==> config.mk <==
export PLATFORM = sky130hd
export DESIGN_NAME = pixel_dma_master
export DESIGN_NICKNAME = d
export VERILOG_FILES = /design/src/rtl/pixel_dma_master_pkg.sv /design/src/rtl/membus_xact.sv /design/src/rtl/pixel_dma_master.sv
export SDC_FILE = /design/constraint.sdc
export NUM_CORES = 1
export LEC_CHECK = 0
export CORE_MARGIN = 2
export CORE_UTILIZATION = 50
export CTS_CLUSTER_SIZE = 25
export DETAILED_ROUTE_END_ITERATION = 16
export HOLD_SLACK_MARGIN = 0.08
export PLACE_DENSITY = 0.82
export SETUP_SLACK_MARGIN = 0.05
export SYNTH_ARGS = -nofsm -noshare
export SYNTH_HDL_FRONTEND = slang
export SYNTH_SLANG_ARGS = --single-unit
==> constraint.sdc <==
create_clock -name clk -period 4 [get_ports clk]
set_input_delay 0.8 -clock clk [delete_from_list [all_inputs] [get_ports clk]]
set_output_delay 0.8 -clock clk [all_outputs]
set_load 0.05 [all_outputs]
==> src/rtl/pixel_dma_master_pkg.sv <==
// Shared definitions for the data-processor register interface and the
// pixel DMA master state machine.
package pixel_dma_master_pkg;

    localparam logic [31:0] DEF_CTRL_ADDR = 32'h0200_1000;
    localparam logic [31:0] DEF_DATA_ADDR = 32'h0200_100C;

    localparam int CTRL_START_BIT = 0;
    localparam int CTRL_MODE_LSB  = 1;
    localparam int OUT_VALID_BIT  = 8;

    typedef enum logic [2:0] {
        S_IDLE     = 3'd0,
        S_CTRL_ON  = 3'd1,
        S_POLL     = 3'd2,
        S_WRITE    = 3'd3,
        S_CTRL_OFF = 3'd4,
        S_ERR      = 3'd5
    } state_t;

    // Byte enables for a word holding 'filled' pixels; 0 means a full word.
    function automatic logic [3:0] lane_strb(input logic [1:0] filled);
        case (filled)
            2'd1:    return 4'h1;
            2'd2:    return 4'h3;
            2'd3:    return 4'h7;
            default: return 4'hF;
        endcase
    endfunction

endpackage

==> src/rtl/membus_xact.sv <==
// Single-transaction engine for the native memory bus: registered request,
// forced idle gap after every ack, and a wait-cycle timeout.
module membus_xact #(
    parameter int TIMEOUT = 64
) (
    input  logic        clk,
    input  logic        resetn,
    input  logic        req,
    input  logic [31:0] addr,
    input  logic [31:0] wdata,
    input  logic [3:0]  wstrb,
    output logic        ack,
    output logic [31:0] rdata,
    output logic        timeout,
    output logic        mem_valid,
    output logic [31:0] mem_addr,
    output logic [31:0] mem_wdata,
    output logic [3:0]  mem_wstrb,
    input  logic        mem_ready,
    input  logic [31:0] mem_rdata
);
    localparam int CW = $clog2(TIMEOUT + 1);

    logic [CW-1:0] wait_cnt;

    assign ack     = mem_valid && mem_ready;
    assign rdata   = mem_rdata;
    // Fires on the wait cycle that would bring the count to TIMEOUT.
    assign timeout = mem_valid && !mem_ready && (wait_cnt == CW'(TIMEOUT - 1));

    always_ff @(posedge clk) begin
        if (!resetn) begin
            mem_valid <= 1'b0;
            mem_addr  <= '0;
            mem_wdata <= '0;
            mem_wstrb <= '0;
            wait_cnt  <= '0;
        end else if (mem_valid) begin
            if (ack || timeout)
                mem_valid <= 1'b0;
            else
                wait_cnt <= wait_cnt + 1'b1;
        end else if (req) begin
            // Only launched from a low cycle, so every ack leaves a gap.
            mem_valid <= 1'b1;
            mem_addr  <= addr;
            mem_wdata <= wdata;
            mem_wstrb <= wstrb;
            wait_cnt  <= '0;
        end
    end

endmodule

==> src/rtl/pixel_dma_master.sv <==
// Pixel DMA master: enables the data processor, polls pixels, packs them
// four per word into a RAM buffer, then disables the processor.
module pixel_dma_master
    import pixel_dma_master_pkg::*;
#(
    parameter logic [31:0] CTRL_ADDR = DEF_CTRL_ADDR,
    parameter logic [31:0] DATA_ADDR = DEF_DATA_ADDR,
    parameter int          TIMEOUT   = 64
) (
    input  logic        clk,
    input  logic        resetn,
    input  logic        start,
    input  logic [1:0]  mode,
    input  logic [31:0] dst_base,
    input  logic [15:0] pixel_total,
    output logic        busy,
    output logic        done,
    output logic        error,
    output logic [15:0] pixels_stored,
    output logic        mem_valid,
    output logic [31:0] mem_addr,
    output logic [31:0] mem_wdata,
    output logic [3:0]  mem_wstrb,
    input  logic        mem_ready,
    input  logic [31:0] mem_rdata
);
    state_t           state, state_nxt;
    logic [1:0]       mode_r;
    logic [31:0]      base_r;
    logic [15:0]      total_r;
    logic [15:0]      word_idx;
    logic [3:0][7:0]  pix_buf;
    logic [15:0]      pix_inc;
    logic [1:0]       lane;
    logic             pix_ok;

    logic        req, ack, timeout;
    logic [31:0] x_addr, x_wdata, rdata;
    logic [3:0]  x_wstrb;
    logic        unused_rdata;

    assign lane         = pixels_stored[1:0];
    assign pix_inc      = pixels_stored + 16'd1;
    assign pix_ok       = rdata[OUT_VALID_BIT];
    assign unused_rdata = ^rdata[31:9];

    always_comb begin
        state_nxt = state;
        req       = 1'b0;
        x_addr    = '0;
        x_wdata   = '0;
        x_wstrb   = '0;
        case (state)
            S_IDLE: if (start && pixel_total != 16'd0) state_nxt = S_CTRL_ON;
            S_CTRL_ON: begin
                req                           = 1'b1;
                x_addr                        = CTRL_ADDR;
                x_wdata[CTRL_START_BIT]       = 1'b1;
                x_wdata[CTRL_MODE_LSB +: 2]   = mode_r;
                x_wstrb                       = 4'hF;
                if (timeout)  state_nxt = S_ERR;
                else if (ack) state_nxt = S_POLL;
            end
            S_POLL: begin
                req    = 1'b1;
                x_addr = DATA_ADDR;
                if (timeout)
                    state_nxt = S_ERR;
                else if (ack && pix_ok && (lane == 2'd3 || pix_inc == total_r))
                    state_nxt = S_WRITE;
            end
            S_WRITE: begin
                req     = 1'b1;
                x_addr  = base_r + {14'b0, word_idx, 2'b00};
                x_wdata = pix_buf;
                x_wstrb = lane_strb(lane);
                if (timeout)  state_nxt = S_ERR;
                else if (ack) state_nxt = (pixels_stored == total_r) ? S_CTRL_OFF : S_POLL;
            end
            S_CTRL_OFF: begin
                req     = 1'b1;
                x_addr  = CTRL_ADDR;
                x_wstrb = 4'hF;
                if (timeout)  state_nxt = S_ERR;
                else if (ack) state_nxt = S_IDLE;
            end
            S_ERR:   state_nxt = S_IDLE;
            default: state_nxt = S_IDLE;
        endcase
    end

    always_ff @(posedge clk) begin
        if (!resetn) begin
            state         <= S_IDLE;
            busy          <= 1'b0;
            done          <= 1'b0;
            error         <= 1'b0;
            pixels_stored <= '0;
            pix_buf       <= '0;
            word_idx      <= '0;
            mode_r        <= '0;
            base_r        <= '0;
            total_r       <= '0;
        end else begin
            state <= state_nxt;
            busy  <= (state_nxt != S_IDLE) && (state_nxt != S_ERR);
            if (timeout) error <= 1'b1;
            case (state)
                S_IDLE: if (start) begin
                    done  <= pixel_total == 16'd0;
                    error <= 1'b0;
                    if (pixel_total != 16'd0) begin
                        mode_r        <= mode;
                        base_r        <= {dst_base[31:2], 2'b00};
                        total_r       <= pixel_total;
                        pixels_stored <= '0;
                        pix_buf       <= '0;
                        word_idx      <= '0;
                    end
                end
                S_POLL: if (ack && pix_ok) begin
                    pix_buf[lane] <= rdata[7:0];
                    pixels_stored <= pix_inc;
                end
                S_WRITE: if (ack) begin
                    word_idx <= word_idx + 16'd1;
                    pix_buf  <= '0;
                end
                S_CTRL_OFF: if (ack) done <= 1'b1;
                default: ;
            endcase
        end
    end

    membus_xact #(.TIMEOUT(TIMEOUT)) u_xact (
        .clk       (clk),
        .resetn    (resetn),
        .req       (req),
        .addr      (x_addr),
        .wdata     (x_wdata),
        .wstrb     (x_wstrb),
        .ack       (ack),
        .rdata     (rdata),
        .timeout   (timeout),
        .mem_valid (mem_valid),
        .mem_addr  (mem_addr),
        .mem_wdata (mem_wdata),
        .mem_wstrb (mem_wstrb),
        .mem_ready (mem_ready),
        .mem_rdata (mem_rdata)
    );

endmodule

# Word-level counts from Yosys, hierarchy flattened
# Index checks and enable logic that the tools add are counted.
# totals
elab_cells	114
register_bits	194
in_bits	86
# classes
reduce_logical	29
n_lt_le_gt_ge	2
eq_ne	17
add_sub_neg	4
mux	43
n_bitwise	1
# ops
cell	n
32-bit one-hot mux with 3 select lines	2
32-bit two-way mux	4
16-bit two-way mux	4
16-bit one-hot mux with 2 select lines	2
16-bit by 1-bit adder with 16-bit output (second input constant)	2
32-bit by 18-bit adder with 32-bit output	1
32-bit bitwise mux	1
16-bit == test	2
3-bit two-way mux	10
29-bit two-way mux	1
7-bit two-way mux	3
8-bit demux with 2-bit select	1
16-bit logical NOT	1
16-bit nonzero test	1
3-bit one-hot mux with 5 select lines	1
2-bit != test (second input constant)	6
4-bit one-hot mux with 3 select lines	1
1-bit two-way mux	9
1-bit logical AND	8
8-bit two-way mux	1
4-bit one-hot mux with 2 select lines	1
4-bit AND reduction	2
2-bit nonzero test	4
7-bit by 1-bit adder with 7-bit output (second input constant)	1
other kinds (21)	27

# Depth between registers and ports, before layout
# logic_depth
ltp_word	9
ltp_mapped	11
ltp_nobuf	10

# Modules after synthesis
# A second synthesis with hierarchy kept.
# unflattened
hier_cells	1245
area_unflattened_um2	10129.7
# by_module_without_submodules
mod	seq_area_each_um2	area_each_um2	cells_each	n_inst
pixel_dma_master	2362.3	6931.6	867	1
membus_xact	1521.5	3198.1	378	1

# Least setup slack after synthesis
# No wires, ideal clock.
# synth_timing
path_kind	register to register
startpoint	register pixels_stored[1]
endpoint	register state[0]
setup_time_ns	0.067
slack_ns	0.906
synth_period_minus_slack_ns	3.094
arrival_time_ns	3.027
path_stages_with_launch	11
cell_sequence	dfxtp_1 ha_1 clkbuf_8 nand3_2 nor3_1 nand2_1 xnor2_1 or4_1 a2111o_1 a21o_1 a21oi_2
# synth_via
elab_chain_len	7
# synth_rtl
element	line	rtl
start: declaration	pixel_dma_master.sv:19	output logic [15:0] pixels_stored,
start signal: assignment	pixel_dma_master.sv:123	pixels_stored <= pix_inc;
16-bit by 1-bit adder with 16-bit output	pixel_dma_master.sv:43	assign pix_inc = pixels_stored + 16'd1;
16-bit == test	pixel_dma_master.sv:69	else if (ack && pix_ok && (lane == 2'd3 || pix_inc == total_r))
1-bit logical OR (*)	pixel_dma_master.sv:69	
1-bit logical AND (*)	pixel_dma_master.sv:69	
3-bit two-way mux (*)	pixel_dma_master.sv:69	
3-bit two-way mux (*)	pixel_dma_master.sv:67	if (timeout)
3-bit one-hot mux with 5 select lines (*)	pixel_dma_master.sv:53	case (state)
end signal: assignment	pixel_dma_master.sv:105	state <= state_nxt;
end: declaration	pixel_dma_master.sv:27	state_t state, state_nxt;
# Mark *: on every way between the ends. The rest lies on a longest branch, timed or not.
# A chain may end at the register's enable or synchronous reset.

# Final worst setup path
# layout_timing
startpoint	input port pixel_total[10]
endpoint	register pix_buf[8] in the netlist's numbering
# layout_via
elab_chain_len	3
# layout_rtl
element	line	rtl
start: declaration	pixel_dma_master.sv:15	input logic [15:0] pixel_total,
16-bit nonzero test	pixel_dma_master.sv:112	if (pixel_total != 16'd0) begin
2-bit != test (no line)	n/a	
5-bit AND reduction (no line)	n/a	
end signal: indexed assignment	pixel_dma_master.sv:122	pix_buf[lane] <= rdata[7:0];
end: declaration	pixel_dma_master.sv:32	logic [3:0][7:0] pix_buf;
# Every way passes these cells.

==> flow_metrics.py <==
metrics = {
    "cts": {
        "clkTransAtPathRegs_ns": 0.06,
        "cts_buffers": 17,
        "clockRootBuffer": "clkbuf_16",
        "cts_tree": "built",
        "h-tree-depth": 4,
        "cts_resized": 0,
        "hold_buffers": 0,
        "cts_setup_buffers": 0,
        "cts_buffer_depth": 2,
        "clock-sinks": 192,
        "clkLatencyLatePin_ns": 0.44,
    },
    "detailed_routing": {
        "wl_microns": 23300,
        "avgRoutedWirePerCell_microns": 16.5,
        "drtIter0Drc": 561,
        "drc": 0,
        "ant_nets": 0,
        "drt_first_pass_iters": 6,
        "vias": 7951,
        "via_per_inst": 5.65,
    },
    "global_routing": {
        "use_met3_pct": 4.80,
        "grt_pass1_wl_microns": 37800,
        "grt_pass1_vias": 7472,
        "grt_max_degree": 70,
        "grt_use_met2_pct": 40.8,
        "antenna_found_initial": 0,
        "grt-ovfl-total": 0,
        "grt_util_all_layers_pct": 23.8,
        "met1_usage_pct": 30.3,
        "busiest_layer": "met2",
    },
    "yosys": {
        "synth.distinct_cells": 69,
        "synth_top_area_share_pct": 42.2,
        "yosysWarnings": 0,
        "syn_inst": 1055,
        "synth_area_leader_cell": "dfxtp_1",
        "synth_edf_count": 0,
        "ys_seq_area_share_pct": 42.2,
        "syn_avg_cell_area_sq_um": 8.63,
        "yosysMostFrequentCell": "dfxtp_1",
        "synth_ff_type": "dfxtp_1",
        "synthArstFlopShare_pct": 0,
        "ys_ff_latch": 192,
        "syn_area_sq_um": 9110,
        "synthTopCellsByCount": "192 x dfxtp_1, 169 x nand2_1, 64 x nor2b_1, 60 x nor2_1",
        "synthTopCellsByArea": "dfxtp_1 42%, nand2_1 7.0%, a21boi_0 4.7%",
    },
    "placement": {
        "place_congestion": 0.900,
        "port_buffers": 146,
        "dp_hpwl_microns": 16300,
        "dp_cells": 1375,
        "dp_slack_ns": 0.338,
    },
    "worst_hold_path": {
        "whs_endpoint": "u_xact.mem_addr[13]$_SDFFE_PN0P_",
        "worstHoldStart": "u_xact.mem_addr[13]$_SDFFE_PN0P_",
        "whs_path_depth": 2,
        "hp-class": "reg -> reg",
    },
    "sta": {
        "max_freq_ghz": 0.312,
        "hold_viol_final": 0,
        "tightest_slew_ns": 0.884,
        "finalCriticalPeriod_ns": 3.20,
        "setup_viol": 0,
        "tns_ns": 0,
        "maxSlewViolCount": 0,
        "relSlewSlack_pct": 40.9,
        "setup_slack_ns": 0.799,
        "rsz0062_at_grt": "no",
        "fin_skew_ns": 0.00769,
        "post-route-period-util_pct": 80.0,
    },
    "die": {
        "dieArea_sq_um": 19300,
        "boundaryPins": 174,
        "start_util_pct": 50.9,
        "rows": 49,
        "core_sq_um": 17900,
        "fp.dieW_microns": 139,
        "die_h_microns": 139,
    },
    "finish": {
        "fillCellCount": 1521,
        "synthToLayoutAreaGrowth_pct": 23.1,
        "drive_gt1_share_pct": 5.43,
        "antenna_cells": 0,
        "register_area_sq_um": 3840,
        "stdcell_count": 1407,
        "multiInputGateArea_sq_um": 4870,
        "final_util_pct": 62.6,
        "final_nets": 1276,
    },
    "setup_path": {
        "cp_max_fo": 31,
        "r2r.worst_path.cells": 9,
        "crit_path_cell_trace": "clkdlybuf4s50_1, nor4_1, nand4_1, and2_2, nor2_1, nor2_1, o21ai_1, a22oi_1, nor2b_1",
        "r2r-start": "pixels_stored[0]$_SDFFE_PN0P_",
        "cp.arrival_ns": 3.57,
        "endpoint_kind": "flop",
        "max_stage_delay_ns": 0.52,
        "reg2reg_slack_ns": 0.98,
        "rr_endpoint": "state[0]$_SDFF_PN0_",
        "cp.required_ns": 4.37,
        "path_class": "in -> reg",
        "cpMostUsedCell": "nor2_1",
        "slowest_stage": "o21ai_1",
        "start_kind": "input pin",
    },
    "power_and_ir_drop": {
        "combPwrFrac_pct": 9.2,
        "cellPowerDensity_nw_per_um2": 369,
        "swShare_pct": 24.1,
        "p_int_mw": 3.14,
        "p_seq_share_pct": 48.2,
        "leakage_nw": 4.02,
        "clockPowerShare_pct": 42.6,
        "total_power_mw": 4.13,
        "p_sw_uw": 997,
        "ir_drop_uv": 319,
    },
    "status": {
        "outcome": "completed",
    },
    "flow_run": {
        "cap_violations": 0,
    },
}
-- cell families after synthesis --
logic type	count (synthesis)	synth area share, %
compound gates	266	19.8
xor+xnor	70	6.73
fa+ha+maj	25	3.52
buf+inv	79	4.48
flops	192	42.2
mux	4	0.467
other cells	1	0.0412
simple gates	418	22.8
-- power groups by stage --
stage	Sequential, mW	Clock, mW	Combinational (mW)
5_1_grt	2.00	1.85	0.415
6_report	1.99	1.76	0.380
4_1_cts	1.99	1.79	0.380
3_5_place_dp	2.04	0	0.376
3_3_place_gp	2.03	0	0.370
2_1_floorplan	2.05	0	0.214
-- worst max path at each step --
stage / from / endpoint / depth (start not counted)
after global placement: pixel_total[10] / pix_buf[15]$_SDFFE_PN0P_ / 9
final: pixel_total[10] / pix_buf[8]$_SDFFE_PN0P_ / 9
after global routing: pixel_total[10] / pix_buf[8]$_SDFFE_PN0P_ / 9
after floorplan: pixels_stored[1]$_SDFFE_PN0P_ / state[0]$_SDFF_PN0_ / 10
after CTS: pixel_total[10] / pix_buf[11]$_SDFFE_PN0P_ / 9
after detailed placement: pixel_total[10] / pix_buf[11]$_SDFFE_PN0P_ / 9
-- sequential cells by signal, summed over array words and instances (netlist names) --
| signal | flops |
|---|---|
| u_xact.mem_wstrb | 4 |
| done | 1 |
| error | 1 |
| pixels_stored | 16 |
| u_xact.mem_wdata | 32 |
| base_r | 30 |
| u_xact.mem_valid | 1 |
| u_xact.mem_addr | 30 |
| u_xact.wait_cnt | 7 |
| pix_buf | 32 |
| busy | 1 |
| state | 3 |
| word_idx | 16 |
| total_r | 16 |
| mode_r | 2 |
-- critical path: cells and delay by family --
| kind | cells | cell delay, ns |
|---|---|---|
| and+or+nand+nor | 6 | 1.69 |
| AOI/OAI and AO/OA | 2 | 0.66 |
| buffers and inverters | 1 | 0.42 |
-- per-layer routing --
layer | up-vias | share of wire, %
met3 | 31 | 6.8
met2 | 260 | 48
met1 | 3764 | 43
met4 | 0 | 2.0
met5 | - | 0
li1 | 3896 | -
-- per-stage QoR --
stage               hold slack (ns)  instance area, sq um
floorplan                     0.434                  9110
global placement              0.434                 10600
detailed placement            0.442                 10600
CTS                           0.457                 11200
global route                  0.486                 11200
finish                        0.448                 11200
-- final cells by class --
type	count	area share, %
tap	229	2.56
clock inverter	11	1.37
sequential	192	34.3
clock buffer	21	4.11
inverter	9	0.301
timing repair buffer	160	13.9
multi-input combinational	785	43.4
-- cell usage in the layout, fill, tap and decap left out, drive strengths merged, types with 5 or more instances in the layout --
cell,count
a21boi,57
a21o,9
a21oi,38
a22o,15
a22oi,55
a31oi,5
and2,16
and3,12
buf,15
clkbuf,21
clkdlybuf4s50,145
clkinv,5
dfxtp,192
ha,24
inv,11
nand2,169
nand3,25
nand4,20
nor2,61
nor2b,64
nor3,14
nor3b,5
nor4,9
o21ai,60
or3,9
xnor2,34
xor2,36
Note: power is estimated with default switching activity, not from simulation.
